==> src/rtl/apb_slv_mem.sv <==
// rtl/apb_slv_mem.sv - APB3 completer backed by a word-addressed register array
// Optional wait states per transfer are enabled with `define APB_SLV_WAIT_EN.
module apb_slv_mem #(
    parameter int ADDR_W      = 32,
    parameter int DATA_W      = 32,
    parameter int DEPTH       = 16,
    parameter int WAIT_CYCLES = 2
) (
    input  logic              clk,
    input  logic              reset,
    input  logic              psel,
    input  logic              penable,
    input  logic              pwrite,
    input  logic [ADDR_W-1:0] paddr,
    input  logic [DATA_W-1:0] pwdata,
    output logic [DATA_W-1:0] prdata,
    output logic              pready,
    output logic              pslverr
);

    localparam int                IDX_W    = (DEPTH > 1) ? $clog2(DEPTH) : 1;
    localparam logic [ADDR_W-1:0] LP_LIMIT = ADDR_W'(DEPTH * 4);

    typedef enum logic {
        ST_IDLE,
        ST_ACCESS
    } state_t;

    state_t            r_state;
    state_t            w_state_nxt;
    logic [DATA_W-1:0] r_mem [DEPTH];
    logic [IDX_W-1:0]  r_idx;
    logic              r_write;
    logic              r_err;
    logic              w_setup;
    logic              w_commit;
    logic              w_wait_done;
    logic              w_addr_err;

    assign w_addr_err = (paddr[1:0] != 2'b00) || (paddr >= LP_LIMIT);

`ifdef APB_SLV_WAIT_EN
    localparam int CNT_W = (WAIT_CYCLES > 0) ? $clog2(WAIT_CYCLES + 1) : 1;

    logic [CNT_W-1:0] r_wait;

    always_ff @(posedge clk or posedge reset) begin
        if (reset) begin
            r_wait <= '0;
        end else if (w_setup) begin
            r_wait <= CNT_W'(WAIT_CYCLES);
        end else if (r_state == ST_ACCESS && psel && r_wait != '0) begin
            r_wait <= r_wait - CNT_W'(1);
        end
    end

    assign w_wait_done = (r_wait == '0);
`else
    logic w_unused_wait;

    assign w_unused_wait = (WAIT_CYCLES != 0);
    assign w_wait_done   = 1'b1;
`endif

    always_ff @(posedge clk or posedge reset) begin
        if (reset) begin
            r_state <= ST_IDLE;
        end else begin
            r_state <= w_state_nxt;
        end
    end

    // Access without a preceding setup is ignored: IDLE only leaves on a setup phase.
    always_comb begin
        w_state_nxt = r_state;
        w_setup     = 1'b0;
        w_commit    = 1'b0;
        case (r_state)
            ST_IDLE: begin
                if (psel && !penable) begin
                    w_setup     = 1'b1;
                    w_state_nxt = ST_ACCESS;
                end
            end
            ST_ACCESS: begin
                if (!psel) begin
                    w_state_nxt = ST_IDLE;
                end else if (w_wait_done) begin
                    w_state_nxt = ST_IDLE;
                    w_commit    = penable && r_write && !r_err;
                end
            end
            default: w_state_nxt = ST_IDLE;
        endcase
    end

    always_ff @(posedge clk or posedge reset) begin
        if (reset) begin
            r_idx   <= '0;
            r_write <= 1'b0;
            r_err   <= 1'b0;
        end else if (w_setup) begin
            r_idx   <= paddr[IDX_W+1:2];
            r_write <= pwrite;
            r_err   <= w_addr_err;
        end
    end

    always_ff @(posedge clk or posedge reset) begin
        if (reset) begin
            for (int i = 0; i < DEPTH; i++) begin
                r_mem[i] <= '0;
            end
        end else if (w_commit) begin
            r_mem[r_idx] <= pwdata;
        end
    end

    // Responses depend only on registered state and the latched address, never on pwdata.
    assign pready  = (r_state == ST_ACCESS) && w_wait_done;
    assign pslverr = pready && r_err;
    assign prdata  = (pready && !r_write && !r_err) ? r_mem[r_idx] : '0;

endmodule

==> config.mk <==
export PLATFORM = sky130hd
export DESIGN_NAME = apb_slv_mem
export DESIGN_NICKNAME = d
export VERILOG_FILES = /design/src/rtl/apb_slv_mem.sv
export SDC_FILE = /design/constraint.sdc
export NUM_CORES = 1
export LEC_CHECK = 0
export BUFFER_PORTS_ARGS = -buffer_cell sky130_fd_sc_hd__buf_2
export CAP_MARGIN = 20
export CORE_UTILIZATION = 24
export CTS_BUF_LIST = sky130_fd_sc_hd__clkbuf_8 sky130_fd_sc_hd__clkbuf_16
export DETAILED_ROUTE_END_ITERATION = 10
export PLACE_DENSITY = 0.45
export SYNTH_ARGS = -nofsm -noshare
export SYNTH_HDL_FRONTEND = slang
export SYNTH_SLANG_ARGS = --single-unit
==> constraint.sdc <==
create_clock -name clk -period 17.77 [get_ports clk]
set_input_delay 1.777 -clock clk [delete_from_list [all_inputs] [get_ports clk]]
set_output_delay 1.777 -clock clk [all_outputs]
set_load 0.1 [all_outputs]
=== Word-level counts from Yosys, hierarchy flattened ===
Cells that the tools add are included.

* Bits in registers: 519
* Input bits: 69
* Output and inout bits: 34
* Logic and storage cells: 49

* Order comparisons: 3
* Multiplexer cells: 12
* Bitwise operators: 2
* Reduce and logical (&&, ||, !) cells: 12

{| class="wikitable"
|+ Operators by type and width
! kind !! count
|-
| $bwmux 512 || 1
|-
| $bmux 32 s4 || 1
|-
| $demux 32 s4 || 1
|-
| $mux 32 || 4
|-
| $ge 32x7->1 const B || 1
|-
| $logic_and 1x1->1 || 7
|-
| $ge 5x5->1 const B || 1
|-
| $lt 5x1->1 const B || 1
|-
| $not 4->5 || 1
|-
| $mux 1 || 4
|-
| $logic_not 1->1 || 3
|-
| $pmux 1 s2 || 1
|-
| $reduce_bool 2->1 || 1
|-
| $logic_or 1x1->1 || 1
|-
| $not 1->1 || 1
|}

=== Longest topological paths before layout ===
Gate-level depths: netlist of run 1.

* Word-level depth: 6
* Gate-level depth with buffers: 7
* Gate-level depth less buffers: 3

=== Worst setup path before layout of run 1 ===
OpenSTA, ideal clock, no wires.

* Kind: flip-flop to output port
* From: register r_state, in the netlist pready
* To: output prdata[27]
* Data arrival time: 2777 ps
* Data required time: 15993 ps
* Setup slack: 13216 ps
* Cell stages (with the launch flop): 6
* Path buffers: 2
* Cell sequence: dfrtp_1 nor3b_1 clkbuf_1 buf_1 nand3_1 nand4_1

* Longest elaborated chain between the ends: 3

{| class="wikitable"
|+ RTL lines
! element !! RTL line !! text
|-
| start: declaration || 29 || <nowiki>state_t r_state;</nowiki>
|-
| start signal: assignment || 69 || <nowiki>r_state <= w_state_nxt;</nowiki>
|-
| $logic_and 1x1->1 (2 in a row) || 122 || <nowiki>assign prdata = (pready && !r_write && !r_err) ? r_mem[r_idx] : '0;</nowiki>
|-
| $mux 32 || 122 ||
|-
| end: declaration || 16 || <nowiki>output logic [DATA_W-1:0] prdata,</nowiki>
|}

Every way passes these cells.

=== Worst setup path after layout of run 1 ===
* From: register r_idx[0]
* To: output prdata[4]

* Longest elaborated chain between the ends: 5

{| class="wikitable"
|+ RTL lines
! element !! RTL line !! text
|-
| start: declaration || 32 || <nowiki>logic [IDX_W-1:0] r_idx;</nowiki>
|-
| start signal: assignment || 103 || <nowiki>r_idx <= paddr[IDX_W+1:2];</nowiki>
|-
| $not 4->5 (not written as such) || 122 ||
|-
| $bmux 32 s4 || 122 ||
|-
| $mux 32 (not written as such) (2 in a row) || 122 ||
|-
| $mux 32 || 122 ||
|}

Every way passes these cells. The select of a mux whose other input is x is not followed.

==> results.md, run 1 <==
- Final Wtd Congestion: 0.691
- Root buffer cell: clkbuf_16
- Largest net degree at the start of global routing: 127
- Period utilization: 0.326
- Final setup TNS: 0 ps
- Initial antenna violation count: 10
- Share of the synthesized area in the top cell type: 0.553
- Cell variety after synth: 27
- Synth top area cells: dfrtp_1, mux2_2, mux4_2
- Fin. Hold Viols: 0
- Pwr Total: roughly 2600 uW
- Hold buffers post-CTS: 0
- Num CTS Buffers: between 50 and 60
- P&R area growth vs syn: 16.4%
- Synth Register Bits: 519
- Mean Syn Cell Area: 15.6 um^2
- Post-CTS Setup Inserts: 0
- GRT overflow: 0
- Final-stage net count: 1631
- Fmax achieved: 173 MHz
- Synthesized Nets: between 1500 and 2000
- Sink Count: 519
- Yosys warnings: 0
- Worst-Margin Slew: 1060 ps
- Worst path arrival time: 4010 ps
- Placed insts: 2777
- Post-synth top area cell: dfrtp_1
- Required @ worst endpoint: 15990 ps
- Post-route insts no fill: between 2000 and 3000
- Final max-slew violation count: 0
- Lkg Pwr: 0.0131 uW
- Vias in the first global route: 14900
- Final wirelength: 66.7 mm
- Final hold slack: 485 ps
- RSZ-0062 raised after global routing: false
- Drt wl/cell: 23.1 um
- Core area: around 0.097 mm^2
- Ratio of cells with drive above 1 in the final layout: 0.545
- Slew headroom: 0.290
- Num ports: 103
- Die height: about 310 um
- Num rows: 114
- Pwr/cell area: between 90 and 100 mW/mm^2
- IO buf count: 102
- ANT nets after route: 0
- Vias post-DR: 13500
- Die ar.: 0.0992 mm^2
- Worst Hold Class: reg2reg
- CTS resizes: 0
- Fin area: 0.0273 mm^2
- # DRC: 8
- DRT Pass-1 Iters: 7
- Sequential-to-total area share from yosys stat: 0.553
- Post-DP Area: 0.0254 mm^2
- CTS tree: built
- CP max FO: 48
- GR Util All Layers: 0.137
- Clock latency on the worst-skew pair: 620 ps
- Final setup vio count: 0
- Max clock buf depth: 3
- Reg clk slew, reported paths: 60 ps
- Max-cap violations: 0
- Peak supply drop: 0.0716 mV
- HPWL after DPL: 35.2 mm
- Failing checks: DRC
- Drt via density: 4.69
- Die X: 315 um
- Setup CP Type: reg2out
- Status: complete, but fails checks
- Mapped Area: 0.0235 mm^2
- Global-route wire length before repair: 101 mm
- Post-synthesis cell count: 1510
- Crit path time final: 5790 ps
- Initial core utilization: 0.243
- Clock Skews: 28.4 ps
- H-tree depth: 2
- 1st-iter DRT viols: 853
- Critical Path End Type: primary output
- Critical path launch point type: flop
[area by class of cell]
class	count	area, um^2
well taps	1276	1600
clock inverters	27	221
diodes	1	2.50
clock buffers	76	1710
inverters	1	11.3
multi-input cells	849	10000
repair buffers	133	796
flip-flops and latches	519	13000
fillers	9669	69500
[layer usage]
metal | part of all wire | global-route usage | wire length [um] | vias to the layer above
li1 | - | - | - | 5775
met1 | 0.43 | 0.179 | 28900 | 7405
met2 | 0.50 | 0.234 | 33500 | 238
met3 | 0.046 | 0.0255 | 3050 | 97
met4 | 0.017 | 0.0285 | 1150 | 8
met5 | 0.00087 | 0 | 58 | -
[state kept, by name, summed over array words and instances (netlist names)]
signal,count
r_mem,512
r_err,1
r_write,1
r_idx,4
pready,1
[worst max-delay path, cell delays in order, from the launching register on]
cell and delay [ps]:
dfrtp_4 1050, buf_4 910, mux4_2 600, nand3_1 110, nand4_1 300, buf_2 410
[placed cells by master, fill, tap and decap left out, drive strengths merged, types with 2 or more instances in the layout]
cell	synthesis	layout
and2	2	2
mux4	128	128
nor3b	3	3
dfrtp	519	519
nor4	9	9
nor3	6	6
and4b	2	2
clkinv	0	8
nand2b	2	2
clkbuf	62	76
nand3	137	137
nor2b	2	2
nor2	2	2
buf	79	133
nand4	32	32
mux2	517	517
bufinv	0	3
inv	1	16
[synthesized netlist by cell type (all sizes together)]
master / n
dfrtp: 519
mux2: 517
nand3: 137
mux4: 128
buf: 79
clkbuf: 62
nand4: 32
nor4: 9
nor3: 6
nor3b: 3
and2: 2
and4b: 2
nand2b: 2
nor2: 2
nor2b: 2
a31oi: 1
and3: 1
and3b: 1
and4: 1
inv: 1
nand2: 1
nand3b: 1
nand4b: 1
[through the flow]
stage / setup WS (ps) / utilization
2_1_floorplan: 1490 / -
3_5_place_dp: 11680 / 0.262
6_report: 11980 / 0.282
3_3_place_gp: 11850 / 0.262
4_1_cts: 11820 / 0.282
5_1_grt: 11670 / 0.282
[cells by family after synthesis]
logic type / count (synthesis) / synth area share
flops: 519 / 0.553
simple gates: 203 / 0.0504
mux: 645 / 0.370
buf+inv: 142 / 0.0265
compound gates: 1 / 0.000266
[power breakdown]
group | internal, uW | switching (uW) | leakage, uW | total [uW]
Clock | 713 | 491 | 0.00101 | 1200
Sequential | 1190 | 24.0 | 0.00723 | 1210
Combinational | 62.0 | 133 | 0.00484 | 195
[path summary, 6_finish.rpt]
check	start	to	slack, ps	cells after the start
max in group asynchronous	reset	r_mem[144]	12950	7
worst max register to register	r_idx[0]	r_mem[128]	13480	6
min in group asynchronous	reset	r_idx[3]	1270	2
worst max-delay path	r_idx[0]	prdata[4]	11980	5
worst min register to register	r_mem[271]	r_mem[271]	490	1
worst min-delay path	r_mem[271]	r_mem[271]	490	1
(Power assumes the default switching activity.)
==> run 2, diff against run 1 <==
==> constraint.sdc (replaced) <==
create_clock -name clk -period 5.64 [get_ports clk]
set_input_delay 0.564 -clock clk [delete_from_list [all_inputs] [get_ports clk]]
set_output_delay 0.564 -clock clk [all_outputs]
set_load 0.1 [all_outputs]
==> results.md, run 2 (synthesis gave the netlist of run 1 again) <==
- Largest delay share family, worst path: buffers and inverters
- Ratio of cells with drive above 1 in the final layout: 0.545
- CTS resizes: 0
- Most common library cell in the layout ignoring fill and taps: dfrtp_1
- Drt wl/cell: 22.1 um
- Initial antenna violation count: 4
- Crit path from: r_idx[1]
- Sink Count: 519
- Clock latency on the worst-skew pair: around 630 ps
- Register-to-register setup slack: 2300 ps
- Final-stage net count: 1634
- 1st-iter DRT viols: 684
- FF-to-FF Start: r_idx[2]
- Max-cap violations: 0
- Critical Path End Type: primary output
- R2R Path End: r_mem[370]
- Biggest regs: r_mem x512, r_idx x4
- Crit path to: prdata[10]
- Max clock buf depth: 3
- GR Util All Layers: 0.132
- HPWL after DPL: 37.2 mm
- Num CTS Buffers: 56
- Combinational Power Share: 0.076
- Critical-path top delay cell: buf_4
- Status: complete, but fails checks
- Setup CP Type: reg2out
- Seq pwr share: 0.471
- Fin area: approximately 0.027 mm^2
- Pwr/cell area: around 300 mW/mm^2
- Worst path arrival time: 3420 ps
- Crit path time final: 3990 ps
- Max FFs per register: between 500 and 600
- Die ar.: a little under 0.1 mm^2
- CTS tree: built
- Core area: 0.0969 mm^2
- Crit-path cells: buf_4 > mux4_2 > nand3_1 > nand4_1 > buf_2
- P_int: between 6000 and 7000 uW
- Num rows: approximately 110
- Die X: about 310 um
- Worst Hold Class: in2reg
- P&R area growth vs syn: 16.3%
- RSZ-0062 raised after global routing: false
- Switching share of power: 0.252
- Net switching power figure: slightly above 2000 uW
- Initial core utilization: 0.243
- Levels on crit path: 5
- Final wirelength: 64.0 mm
- DRT Pass-1 Iters: 7
- Final core occ: 0.282
- Worst-Margin Slew: about 1000 ps
- Global-route wire length before repair: 98.7 mm
- Die height: 315 um
- Filler instances: 9740
- Post-CTS Setup Inserts: 0
- GR met2 Demand/Resource: 0.229
- Vias in the first global route: 15000
- Reg2Reg Depth: 5
- Drt via density: between 4 and 5
- GR met1 Demand/Resource: 0.171
- CP max FO: 44
- Clock Skews: ~25 ps
- Period utilization: 0.707
- Peak supply drop: 0.234 mV
- Final setup vio count: 0
- Post-DP Area: 0.0255 mm^2
- Failing checks: DRC
- # DRC: 9
- Met3 usage in global routing: 0.0175
- Lkg Pwr: 0.0131 uW
- Num ports: 103
- Slew headroom: 0.312
- Clk pwr share: 0.453
- Worst slack at placement: 2200 ps
- Final max-slew violation count: 0
- Final Wtd Congestion: roughly 0.71
- H-tree depth: 2
- Crit path buffers/inverters: 2
- Fmax achieved: 251 MHz
- Critical path launch point type: flop
- GRT busiest layer: met2
- Largest net degree at the start of global routing: 165
- Root buffer cell: clkbuf_16
- Crit path largest cell delay: 750 ps
- IO buf count: around 100
- Reg clk slew, reported paths: 70 ps
- Vias post-DR: 13400
- Most flops, register: r_mem
- Fin. Hold Viols: 0
- Worst setup margin: 1650 ps
- Required @ worst endpoint: 5080 ps
- GRT overflow: 0
- Most frequent cells in the layout: dfrtp_1, mux2_2, nand3_1, mux4_2, buf_2
- ANT nets after route: 0
## run 2: changes by cell type in the layout (fill, tap and decap cells not counted), sizes merged
cell,delta
dlygate4sd3,+1
clkbuf,-1
bufinv,-2
buf,+4
clkinv,+5
## run 2: area by class of cell
type                            instances  area, um^2  area share
Timing Repair Buffer                  138         875      0.0320
Sequential cell                       519       13000       0.475
Inverter                                1        7.51    0.000275
Clock inverter                         30         196     0.00719
Antenna cell                            1        2.50   0.0000915
Clock buffer                           75        1660      0.0608
Multi-Input combinational cell        849       10000       0.366
Tap cell                             1276        1600      0.0584
## run 2: worst min-delay path by stage
stage	from	endpoint	slack [ps]	cells after the start
final	paddr[2]	r_idx[0]	170	2
after global routing	paddr[2]	r_idx[0]	140	2
after CTS	paddr[3]	r_idx[1]	120	2
after detailed placement	r_mem[435]	r_mem[435]	470	1
after global placement	r_mem[141]	r_mem[141]	460	1
after floorplan	r_mem[317]	r_mem[317]	450	1
## run 2: timing repair
item	in CTS	in global routing
setup endpoints to repair	0	0
endpoints found under the hold margin	9	0
hold buffers	1	0
## run 2: worst reg2reg max path, delay by kind of cell, from the launching register on
kind,cells,cell delay [ps]
flops,1,650
buf+inv,2,920
simple gates,2,1320
mux,1,330
## run 2: power groups by stage
stage | Clock (uW) | Sequential (uW) | Combinational (uW)
3_5_place_dp | 0 | 3880 | 636
4_1_cts | 3800 | 3810 | 636
6_report | 3670 | 3810 | 614
3_3_place_gp | 0 | 3880 | 632
5_1_grt | 3930 | 3820 | 670
2_1_floorplan | 0 | 3830 | 442
## run 2: metal layers
layer  vias to the layer above  routed length [um]
met5                         -                  17
met2                       162               32300
met1                      7361               28700
li1                       5787                   -
met4                         2                1380
met3                        82                1590
## run 2: per-stage QoR
| step | TNS [ps] | hold WS, ps | total power [uW] | instances |
|---|---|---|---|---|
| floorplan | -1024630 | 452 | 4270 | 1510 |
| global placement | 0 | 462 | 4510 | 2781 |
| detailed placement | 0 | 471 | 4520 | 2782 |
| CTS | 0 | 122 | 8240 | 2888 |
| global route | 0 | 145 | 8420 | 2889 |
| finish | 0 | 169 | 8090 | 2889 |
